$ cat src/rtl/banner_pkg.sv
// banner_pkg: shared state encoding, sizes and window helper
// for the seven-segment rotating banner blocks.
package banner_pkg;

  localparam int DIG_W        = 4;
  localparam int DISP_DIGITS  = 8;
  localparam int DISP_W       = DIG_W * DISP_DIGITS;
  localparam int BANNER_MAX_W = 64;

  typedef enum logic [1:0] {
    ST_IDLE   = 2'd0,
    ST_RUN    = 2'd1,
    ST_PAUSED = 2'd2,
    ST_DONE   = 2'd3
  } state_t;

  // Lower DISP_DIGITS digits of an ndig-digit banner rotated
  // left by pos digits. Bits above DIG_W*ndig must be zero,
  // and ndig must be at least DISP_DIGITS.
  function automatic logic [DISP_W-1:0] rotl_window(
    input logic [BANNER_MAX_W-1:0] banner,
    input int                      ndig,
    input logic [3:0]              pos
  );
    int sh;
    sh = DIG_W * int'(pos);
    return DISP_W'((banner << sh)
                 | (banner >> (DIG_W * ndig - sh)));
  endfunction

endpackage

$ cat src/rtl/banner_tick_gen.sv
// banner_tick_gen: step-period counter, 0..DIV-1.
// Pulses o_step_tick during the last count while enabled.
module banner_tick_gen #(
  parameter int DIV = 50_000_000
) (
  input  logic clk,
  input  logic rst,
  input  logic i_en,
  input  logic i_hold,
  input  logic i_clr,
  output logic o_step_tick
);

  localparam int CW = (DIV > 2) ? $clog2(DIV) : 1;
  localparam logic [CW-1:0] LAST = CW'(DIV - 1);

  logic [CW-1:0] r_cnt;
  logic          w_run;
  logic          w_last;

  assign w_run       = i_en & ~i_hold;
  assign w_last      = (r_cnt == LAST);
  assign o_step_tick = w_run & w_last;

  // Count while running, hold otherwise; clear wins over counting.
  always_ff @(posedge clk) begin
    if (rst || i_clr) begin
      r_cnt <= '0;
    end else if (w_run) begin
      r_cnt <= w_last ? '0 : r_cnt + 1'b1;
    end
  end

endmodule

$ cat src/rtl/banner_seq_ctrl.sv
// banner_seq_ctrl: rotating banner sequencer. Steps a 0..NDIG-1
// offset over a double-buffered banner and drives an 8-digit window.
module banner_seq_ctrl
  import banner_pkg::*;
#(
  parameter int NDIG     = 10,
  parameter int TICK_DIV = 50_000_000
) (
  input  logic                    clk,
  input  logic                    rst,
  input  logic                    i_en,
  input  logic                    i_dir,
  input  logic                    i_pause,
  input  logic                    i_mode,
  input  logic                    i_load,
  input  logic [DIG_W*NDIG-1:0]   i_banner_in,
  output logic [DISP_W-1:0]       o_current_disp,
  output logic [3:0]              o_pos,
  output logic                    o_step_tick,
  output logic                    o_pass_done,
  output logic                    o_busy
);

  localparam int BW = DIG_W * NDIG;
  localparam logic [3:0] LAST_POS = 4'(NDIG - 1);

  state_t            r_state;
  state_t            w_nstate;
  logic [3:0]        r_pos;
  logic [3:0]        w_npos;
  logic [3:0]        r_step;
  logic [3:0]        w_nstep;
  logic [BW-1:0]     r_active;
  logic [BW-1:0]     w_nactive;
  logic [BW-1:0]     r_shadow;
  logic              r_pending;
  logic              w_npending;
  logic              w_copy;
  logic              w_pass;
  logic              r_pass_done;
  logic [DISP_W-1:0] r_disp;
  logic [DISP_W-1:0] w_ndisp;
  logic [3:0]        w_pos_inc;
  logic [3:0]        w_pos_dec;
  logic              w_tick;
  logic              w_cnt_en;
  logic              w_cnt_clr;

  assign w_cnt_en  = (r_state == ST_RUN) & i_en & ~rst;
  assign w_cnt_clr = (w_nstate == ST_IDLE) | (w_nstate == ST_DONE);

  banner_tick_gen #(
    .DIV (TICK_DIV)
  ) u_tick (
    .clk         (clk),
    .rst         (rst),
    .i_en        (w_cnt_en),
    .i_hold      (i_pause),
    .i_clr       (w_cnt_clr),
    .o_step_tick (w_tick)
  );

  assign w_pos_inc = (r_pos == LAST_POS) ? 4'd0 : r_pos + 4'd1;
  assign w_pos_dec = (r_pos == 4'd0) ? LAST_POS : r_pos - 4'd1;

  // Next state, position, step count, load copy and window.
  always_comb begin
    w_nstate = r_state;
    w_npos   = r_pos;
    w_nstep  = r_step;
    w_copy   = 1'b0;
    w_pass   = 1'b0;
    if (!i_en) begin
      w_nstate = ST_IDLE;
      w_npos   = '0;
      w_nstep  = '0;
      w_copy   = r_pending
               & ((r_state == ST_IDLE) | (r_state == ST_DONE));
    end else begin
      unique case (r_state)
        ST_IDLE: begin
          w_nstate = ST_RUN;
          w_npos   = '0;
          w_nstep  = '0;
          w_copy   = r_pending;
        end
        ST_RUN: begin
          if (i_pause) begin
            w_nstate = ST_PAUSED;
          end else if (w_tick) begin
            w_npos  = i_dir ? w_pos_inc : w_pos_dec;
            w_copy  = r_pending;
            w_nstep = (r_step == LAST_POS) ? 4'd0 : r_step + 4'd1;
            if (i_mode && (r_step == LAST_POS)) begin
              w_nstate = ST_DONE;
              w_npos   = '0;
              w_pass   = 1'b1;
            end
          end
        end
        ST_PAUSED: begin
          if (!i_pause) begin
            w_nstate = ST_RUN;
          end
        end
        ST_DONE: begin
          // A load in DONE restarts the pass with the new banner.
          if (r_pending) begin
            w_copy   = 1'b1;
            w_nstate = ST_RUN;
            w_npos   = '0;
            w_nstep  = '0;
          end
        end
        default: begin
          w_nstate = ST_IDLE;
        end
      endcase
    end
    w_nactive  = w_copy ? r_shadow : r_active;
    w_npending = i_load | (r_pending & ~w_copy);
    if (w_nstate == ST_IDLE) begin
      w_ndisp = '0;
    end else begin
      w_ndisp = rotl_window(BANNER_MAX_W'(w_nactive), NDIG, w_npos);
    end
  end

  // State, position, banner buffers and window register.
  always_ff @(posedge clk) begin
    if (rst) begin
      r_state     <= ST_IDLE;
      r_pos       <= '0;
      r_step      <= '0;
      r_active    <= '0;
      r_shadow    <= '0;
      r_pending   <= 1'b0;
      r_disp      <= '0;
      r_pass_done <= 1'b0;
    end else begin
      r_state     <= w_nstate;
      r_pos       <= w_npos;
      r_step      <= w_nstep;
      r_active    <= w_nactive;
      r_pending   <= w_npending;
      r_disp      <= w_ndisp;
      r_pass_done <= w_pass;
      if (i_load) begin
        r_shadow <= i_banner_in;
      end
    end
  end

  assign o_current_disp = r_disp;
  assign o_pos          = r_pos;
  assign o_step_tick    = w_tick;
  assign o_pass_done    = r_pass_done;
  assign o_busy         = (r_state == ST_RUN) | (r_state == ST_PAUSED);

endmodule

$ cat config.mk
export PLATFORM = sky130hd
export DESIGN_NAME = banner_seq_ctrl
export DESIGN_NICKNAME = d
export VERILOG_FILES = /design/src/rtl/banner_pkg.sv /design/src/rtl/banner_tick_gen.sv /design/src/rtl/banner_seq_ctrl.sv
export SDC_FILE = /design/constraint.sdc
export NUM_CORES = 1
export LEC_CHECK = 0
export CAP_MARGIN = 30
export CORE_MARGIN = 2
export CORE_UTILIZATION = 34
export CTS_BUF_LIST = sky130_fd_sc_hd__clkbuf_16
export CTS_CLUSTER_DIAMETER = 80
export DETAILED_ROUTE_END_ITERATION = 12
export GPL_TIMING_DRIVEN = 0
export HOLD_SLACK_MARGIN = 0.08
export PLACE_DENSITY = 0.54
export SLEW_MARGIN = 20
export SYNTH_ARGS = -nofsm -noshare
export SYNTH_HDL_FRONTEND = slang
export SYNTH_SLANG_ARGS = --single-unit
export TNS_END_PERCENT = 20
$ cat constraint.sdc
create_clock -name clk -period 4.3 [get_ports clk]
set_clock_uncertainty 0.1 [all_clocks]
set_input_delay 0.86 -clock clk [delete_from_list [all_inputs] [get_ports clk]]
set_output_delay 0.86 -clock clk [all_outputs]
set_load 0.1 [all_outputs]
==> summary.txt, run 1 <==
Worst setup path
  • Worst r2r src: r_state[1]
  • Critical-path cell list: dlygate4sd2_1 > and2_1 > buf_2 > nand2_1 > a2111oi_1 > and2_1 > buf_2 > or2_1 > nand2_1 > a2bb2oi_4 > buf_4 > buf_12 > a221o_1 > a32o_2
  • CP arrival: roughly 4300 ps
  • Worst-case reg-to-reg path depth: 15
  • CP Capture Point: o_current_disp[4]
  • Critical path class: primary input to flip-flop
  • R2r endpoint: o_current_disp[4]
  • Worst stage delay on the critical path: around 700 ps
  • Crit-path max FO: 10
  • Reg-to-reg setup timing slack: ~280 ps
  • Setup crit end kind: flip-flop
  • Crit path required time: approximately 4500 ps
  • Slowest cell on the critical path: a2111oi_1
  • Worst Setup SP: i_en
  • Crit start category: primary input

Routing
  • Via density: 5.47
  • Drt drc: 0
  • Antenna viol nets, final: 0
  • Initial DRC count: roughly 670
  • Routed WL: 27.6 mm
  • Drt wl/cell: 20.2 µm
  • Routed via count: around 7500
  • First-pass DRT Iterations: 7

Layout
  • Fin cells: between 1000 and 1500
  • ANT cells: 0
  • Final instance area: approximately 11000 µm²
  • Fillers: 2417
  • Layout cells sized above 1: 0.162
  • Layout Nets: about 1100
  • Commonest non-fill, non-tap cell in the layout: nor2_1
  • Most frequent cells in the layout: nor2_1 (164), dfxtp_1 (148), mux2i_1 (112)
  • Syn-to-layout area delta: 25.8%

Place
  • Area of placed instances: approximately 9600 µm²
  • Placer Congestion: a little over 1
  • HPWL after detailed placement: between 20 and 25 mm
  • Placed Cells incl. Taps: approximately 1300
  • Port bufs: 83

Clock network
  • CTS Buffer Depth: 2
  • Reg clk slew, reported paths: 70 ps
  • Clock Latency Late Sink: roughly 430 ps
  • Root Driver: clkbuf_16
  • H-tree level count: 4
  • Total CTS buffers: 17
  • Sink Count: 150
  • CTS tree: yes

Global routing
  • Initial antenna violation count: 0
  • GRT met2 Usage: 0.326
  • Met3 GRT Util: 0.0526
  • Vias in the first global route: 7345
  • Largest net degree at the start of global routing: 19
  • Busiest grt layer: met2
  • Total track usage: 0.213
  • Congestion Overflow GR: 0
  • First-pass GRT wire length: around 42 mm
  • Grt met1 use: 0.288

Die
  • Die Area: between 20000 and 30000 µm²
  • Die Ht: 161 µm
  • Core Footprint: around 24000 µm²
  • Row count: between 50 and 60
  • Die W: about 160 µm
  • Initial Util: 0.346
  • Io pins: 86

Synthesis
  • Sequential fraction of the synthesis area: 0.358
  • Ys Warns: 0
  • Post-synth ARST share: 0
  • Synth Instances: 912
  • Post-synth EDFFs: 0
  • Syn Nets: 971
  • Synth cell types: 83
  • #FFs+latches synth: 150
  • Synthesized cell area: 8380 µm²
  • Syn Area/Cell: a little over 9 µm²
  • Main synth FF type: dfxtp_1

Timing
  • RSZ-0062 raised after global routing: false
  • Max_slew headroom: 0.343
  • Endpoints failing hold: 0
  • Max Slew Vio Count: 0
  • Period Utilization, post-route: 0.954
  • Setup violators final: 0
  • Fmax: 0.244 GHz
  • Period minus WS final: around 4100 ps
  • Tightest Pin Transition: slightly below 1000 ps

Min path
  • Hold crit path type: flip-flop to flip-flop

Power and ir drop
  • Max rail drop VDD: roughly 270 µV
  • Power density cells: a little over 300 nW/µm²
  • Leak pwr: slightly above 0.004 µW

Flow run
  • Max-Cap Viols: 0

Run status
  • Run status: finished, final reports clean
[report_power, final]
part / total (µW) / internal [µW] / switching [µW]
Clock: 1440 / 762 / 673
Sequential: 1460 / 1430 / 28.0
Combinational: 394 / 163 / 231
Total: 3290 / 2350 / 932
[synth_stat cells, types with 4 or more instances]
cell       instances  area share
a211oi_1           9      0.0081
a21boi_0           4      0.0036
a21oi_1           28       0.017
a22oi_1            4      0.0036
a2bb2oi_1          4      0.0042
a311oi_1           5      0.0052
a31oi_1            5      0.0037
a32o_1             7      0.0084
and2_1             4      0.0030
and3_1             8      0.0060
buf_1              4      0.0018
buf_2             11      0.0066
buf_4              4      0.0036
buf_6             10       0.013
clkbuf_1          25       0.011
dfxtp_1          150        0.36
ha_1              12       0.018
inv_1             12      0.0054
mux2_2            18       0.024
mux2i_1          112        0.13
mux2i_2            5      0.0082
mux2i_4           14       0.038
nand2_1           63       0.028
nand2b_1           5      0.0037
nand3_1           16      0.0096
nand3b_1           4      0.0036
nand4_1           11      0.0082
nor2_1           169       0.076
nor3_1             8      0.0048
o211ai_1           8      0.0072
o21a_1             8      0.0072
o21ai_0           15      0.0090
o21ai_1            4      0.0024
o22a_1             4      0.0042
o22ai_1           13      0.0097
o2bb2ai_1         10       0.010
o31a_1             6      0.0063
o31ai_1            5      0.0045
o32a_1             5      0.0060
o32ai_1            7      0.0073
or3_1              4      0.0030
xnor2_1           10       0.010
xor2_1            18       0.019
[worst min path at each step]
stage / startpoint / to / slack (ps) / cells past startpoint
after floorplan: r_shadow[23] / r_shadow[23] / 360 / 2
after global placement: r_shadow[28] / r_shadow[28] / 380 / 2
after detailed placement: r_shadow[28] / r_shadow[28] / 390 / 2
after CTS: r_shadow[31] / r_shadow[31] / 410 / 2
after global routing: r_shadow[25] / r_shadow[25] / 430 / 2
final: r_shadow[31] / r_shadow[31] / 400 / 2
[metrics by stage]
stage	util	total power, µW	setup TNS [ps]	setup slack [ps]	hold WS (ps)
2_1_floorplan	-	1740	0	81.2	360
3_3_place_gp	0.397	1870	-47600	-1560	379
3_5_place_dp	0.397	1870	-44990	-1460	386
4_1_cts	0.429	3320	0	33.6	406
5_1_grt	0.435	3410	0	18.6	434
6_report	0.435	3290	0	199	398
[area by class of cell]
type | count | area [µm²] | share of cell area
inverters | 13 | 51.3 | 0.00486
clock buffers | 17 | 425 | 0.0403
clock inverters | 15 | 136 | 0.0129
repair buffers | 100 | 967 | 0.0917
flip-flops and latches | 150 | 3010 | 0.285
well taps | 324 | 405 | 0.0384
multi-input cells | 692 | 5170 | 0.490
plain buffers | 56 | 387 | 0.0366
[sequential cells by signal, summed over array words and instances (netlist names)]
| signal | count |
|---|---|
| u_tick.r_cnt | 26 |
| o_current_disp | 32 |
| r_shadow | 40 |
| r_active | 40 |
| r_state | 2 |
| r_pending | 1 |
| r_step | 4 |
| o_pos | 4 |
| o_pass_done | 1 |
[critical path: cells and delay by family]
family | cells | cell delay [ps]
buffers and inverters | 5 | 1050
AOI/OAI and AO/OA | 4 | 1520
and+or+nand+nor | 5 | 870
[logic make-up after synthesis]
family                   share of synthesized area
flip-flops                                   0.358
multiplexers                                 0.209
AO/OA/AOI/OAI                                0.161
buffers and inverters                       0.0475
XOR/XNOR                                    0.0312
adder cells (fa/ha/maj)                     0.0179
AND/OR/NAND/NOR                              0.175
[metal layers]
layer,vias up,wire [µm]
li1,3560,-
met1,3520,12400
met2,334,12000
met3,68,2170
met4,0,1050
met5,-,0
[what timing repair did]
item	4_1_cts	5_1_grt
setup buffers	8	8
cloned	0	0
endpoints found under the setup margin	33	28
gates resized for setup	50	25
hold buffers	0	0
pin swaps	8	11
(Power assumes the default switching activity.)
==> inputs of run 2 (changes only) <==
- ABC_AREA: unset -> 1
- CORE_MARGIN: 2 -> unset
==> run 2 against run 1 <==
  * Register-to-register slack better by 300 ps
  * Clock power up 12%
  * Sequential power about the same
  * Critical endpoint is now o_current_disp[22]
  * Largest power group is now clock
  * Highest routed layer unchanged
==> summary.txt, run 2 <==
Clock network
  • Root Driver: clkbuf_16
  • Reg clk slew, reported paths: 70 ps (about the same)
  • CTS Buffer Depth: 2 (unchanged)
  • Total CTS buffers: 17 (unchanged)
  • Sink Count: 150 (unchanged)
  • Cts hold-fix bufs: 0 (unchanged)
  • CTS tree: yes
  • H-tree level count: 4 (unchanged)
  • Clock Latency Late Sink: 430 ps (about the same)

Layout
  • Commonest non-fill, non-tap cell in the layout: nand2_1
  • Most frequent cells in the layout: nand2_1 (297), nor2_1 (161), dfxtp_1 (150)
  • Fillers: 2677 (+11%)
  • ANT cells: 0 (unchanged)
  • Syn-to-layout area delta: 23.1%
  • Layout Nets: 1447 (+33%)
  • Layout cells sized above 1: 0.0978 (-0.0642)

Timing
  • Max_slew headroom: 0.346 (+0.00273)
  • Fmax: 0.245 GHz (+0.40%)
  • Max Slew Vio Count: 0 (unchanged)
  • Endpoints failing hold: 0 (unchanged)
  • Total negative setup slack: 0 ps (unchanged)
  • RSZ-0062 raised after global routing: false
  • Setup violators final: 0 (unchanged)
  • Tightest Pin Transition: 978 ps (-4.08 ps)
  • Period Utilization, post-route: 0.950 (-0.00378)
  • Period minus WS final: 4080 ps (-16.2 ps)
  • Final Worst Setup Slack: 216 ps (+16.2 ps)

Synthesis
  • Most instantiated cells after synthesis: nand2_1 (297), nor2_1 (162), dfxtp_1 (150)
  • Ys Warns: 0 (unchanged)
  • Sequential fraction of the synthesis area: 0.357 (-0.000800)
  • Post-synth ARST share: 0 (unchanged)
  • Main synth FF type: dfxtp_1
  • Syn Area/Cell: 6.55 µm² (-29%)
  • Syn Nets: 1342 (+38%)
  • Area contributors post-synth: dfxtp_1 (36%), nand2_1 (13%), nor2_1 (7.2%)
  • Synth Instances: 1283 (+41%)
  • #FFs+latches synth: 150 (unchanged)
  • Largest area contributor in the netlist: dfxtp_1
  • Most common cell in the netlist: nand2_1
  • Synthesized cell area: 8400 µm² (+0.22%)
  • Synth cell types: 46 (-45%)
  • Area fraction of the dominant cell type after synthesis: 0.357 (-0.000800)
  • Post-synth EDFFs: 0 (unchanged)

Worst setup path
  • Critical path class: primary input to flip-flop
  • R2r endpoint: o_current_disp[22]
  • Worst-case reg-to-reg path depth: 19 (+4)
  • Crit start category: primary input
  • Reg-to-reg setup timing slack: 580 ps (+300 ps)
  • CP arrival: 4320 ps (about the same)
  • Worst r2r src: r_state[1]
  • Crit path required time: 4540 ps (+30 ps)
  • Crit-path max FO: 10 (unchanged)
  • Setup crit end kind: flip-flop

Power and ir drop
  • Power density cells: 361 nW/µm² (+16%)
  • Leak pwr: 0.00428 µW (+5.6%)
  • Max rail drop VDD: 196 µV (-28%)
  • Total power: 3740 µW (+14%)

Die
  • Die Ht: 159 µm (-1.1%)
  • Io pins: 86 (unchanged)
  • Core Footprint: 24200 µm² (unchanged)
  • Row count: 57 (unchanged)
  • Die W: 159 µm (-1.1%)
  • Die Area: 25300 µm² (-2.3%)
  • Initial Util: 0.347 (+0.000774)

Global routing
  • Initial antenna violation count: 0 (unchanged)
  • Congestion Overflow GR: 0 (unchanged)
  • Total track usage: 0.230 (+0.0172)
  • Largest net degree at the start of global routing: 17 (-2)
  • First-pass GRT wire length: 45.9 mm (+8.6%)
  • Vias in the first global route: 8386 (+14%)

Routing
  • Initial DRC count: 681 (+1.9%)
  • Antenna viol nets, final: 0 (unchanged)
  • Drt wl/cell: 16.7 µm (-17%)
  • First-pass DRT Iterations: 5 (-2)
  • Routed via count: 8842 (+18%)
  • Via density: 5.13 (-6.3%)
  • Routed WL: 28.8 mm (+4.3%)
  • Drt drc: 0 (unchanged)

Place
  • Port bufs: 85 (+2.4%)
  • HPWL after detailed placement: 22.9 mm (+11%)
  • Placer Congestion: 0.947 (-6.3%)
  • Place WS: -1170 ps (+292 ps)

Run status
  • Run status: finished, final reports clean

Min path
  • WHS Endpoint: r_shadow[39]
  • Hold crit path type: flip-flop to flip-flop
  • Worst Hold Path Cells: 2 (unchanged)
  • Hold Startpoint: r_shadow[39]

Flow run
  • Max-Cap Viols: 0 (unchanged)
==> run 2: power breakdown <==
| part | switching (µW) | internal, µW |
|---|---|---|
| Clock | 674 | 942 |
| Combinational | 440 | 198 |
| Sequential | 26.1 | 1460 |
| Total | 1140 | 2600 |
==> run 2: kinds of logic (layout without fill, tap and decap cells) <==
logic type,count (synthesis),after routing,share of synthesized area
compound gates,231,231,0.151
xor+xnor,2,2,0.00208
fa+ha+maj,12,12,0.0179
buf+inv,198,316,0.104
flops,150,150,0.357
simple gates,690,690,0.368
==> run 2: metal layers <==
metal,part of all wire,global-route usage
met1,0.47,0.303
met2,0.44,0.366
met3,0.072,0.0555
met4,0.026,0.0844
met5,0,0
==> run 2: worst max path at each step <==
stage | from | endpoint | slack, ps | cells after the start
floorplan | o_pos[2] | o_current_disp[10] | 320 | 19
global placement | rst | o_current_disp[9] | -1280 | 19
detailed placement | rst | o_current_disp[6] | -1170 | 19
CTS | rst | u_tick.r_cnt[5] | -50 | 16
global route | rst | o_current_disp[26] | 10 | 18
finish | rst | o_current_disp[22] | 220 | 18
==> run 2: area by class of cell <==
type                    instances  area (µm²)  area share
multi-input cells             935        4540       0.439
flip-flops and latches        150        3000       0.290
repair buffers                 88         868      0.0839
inverters                     126         478      0.0462
clock buffers                  17         425      0.0411
plain buffers                  70         415      0.0402
well taps                     324         405      0.0392
clock inverters                15         209      0.0202
==> run 2: stage by stage <==
step | hold WS, ps | cells | instance area (µm²) | util
finish | 368 | 1725 | 10300 | 0.427
global route | 383 | 1725 | 10300 | 0.427
CTS | 374 | 1725 | 10300 | 0.425
detailed placement | 363 | 1692 | 9660 | 0.398
global placement | 354 | 1692 | 9660 | 0.398
floorplan | 334 | 1283 | 8400 | -
==> run 2: timing repair <==
| action | CTS | global route |
|---|---|---|
| pin swaps | 1 | 2 |
| resized for setup | 9 | 17 |
| cloned | 0 | 0 |
| setup endpoints to repair | 48 | 43 |
| setup buffers | 2 | 1 |
==> run 2: worst max-delay path, cell delays in order <==
cell	delay, ps
clkdlybuf4s50_1	520
inv_4	160
nand2_1	100
nor3_4	240
buf_4	180
buf_4	160
nand3_1	110
nand3_2	100
a21boi_2	90
buf_6	150
buf_4	190
ha_1	310
clkbuf_2	230
clkbuf_2	310
nand4_1	160
nand3_1	120
nand3_1	90
a21oi_1	220
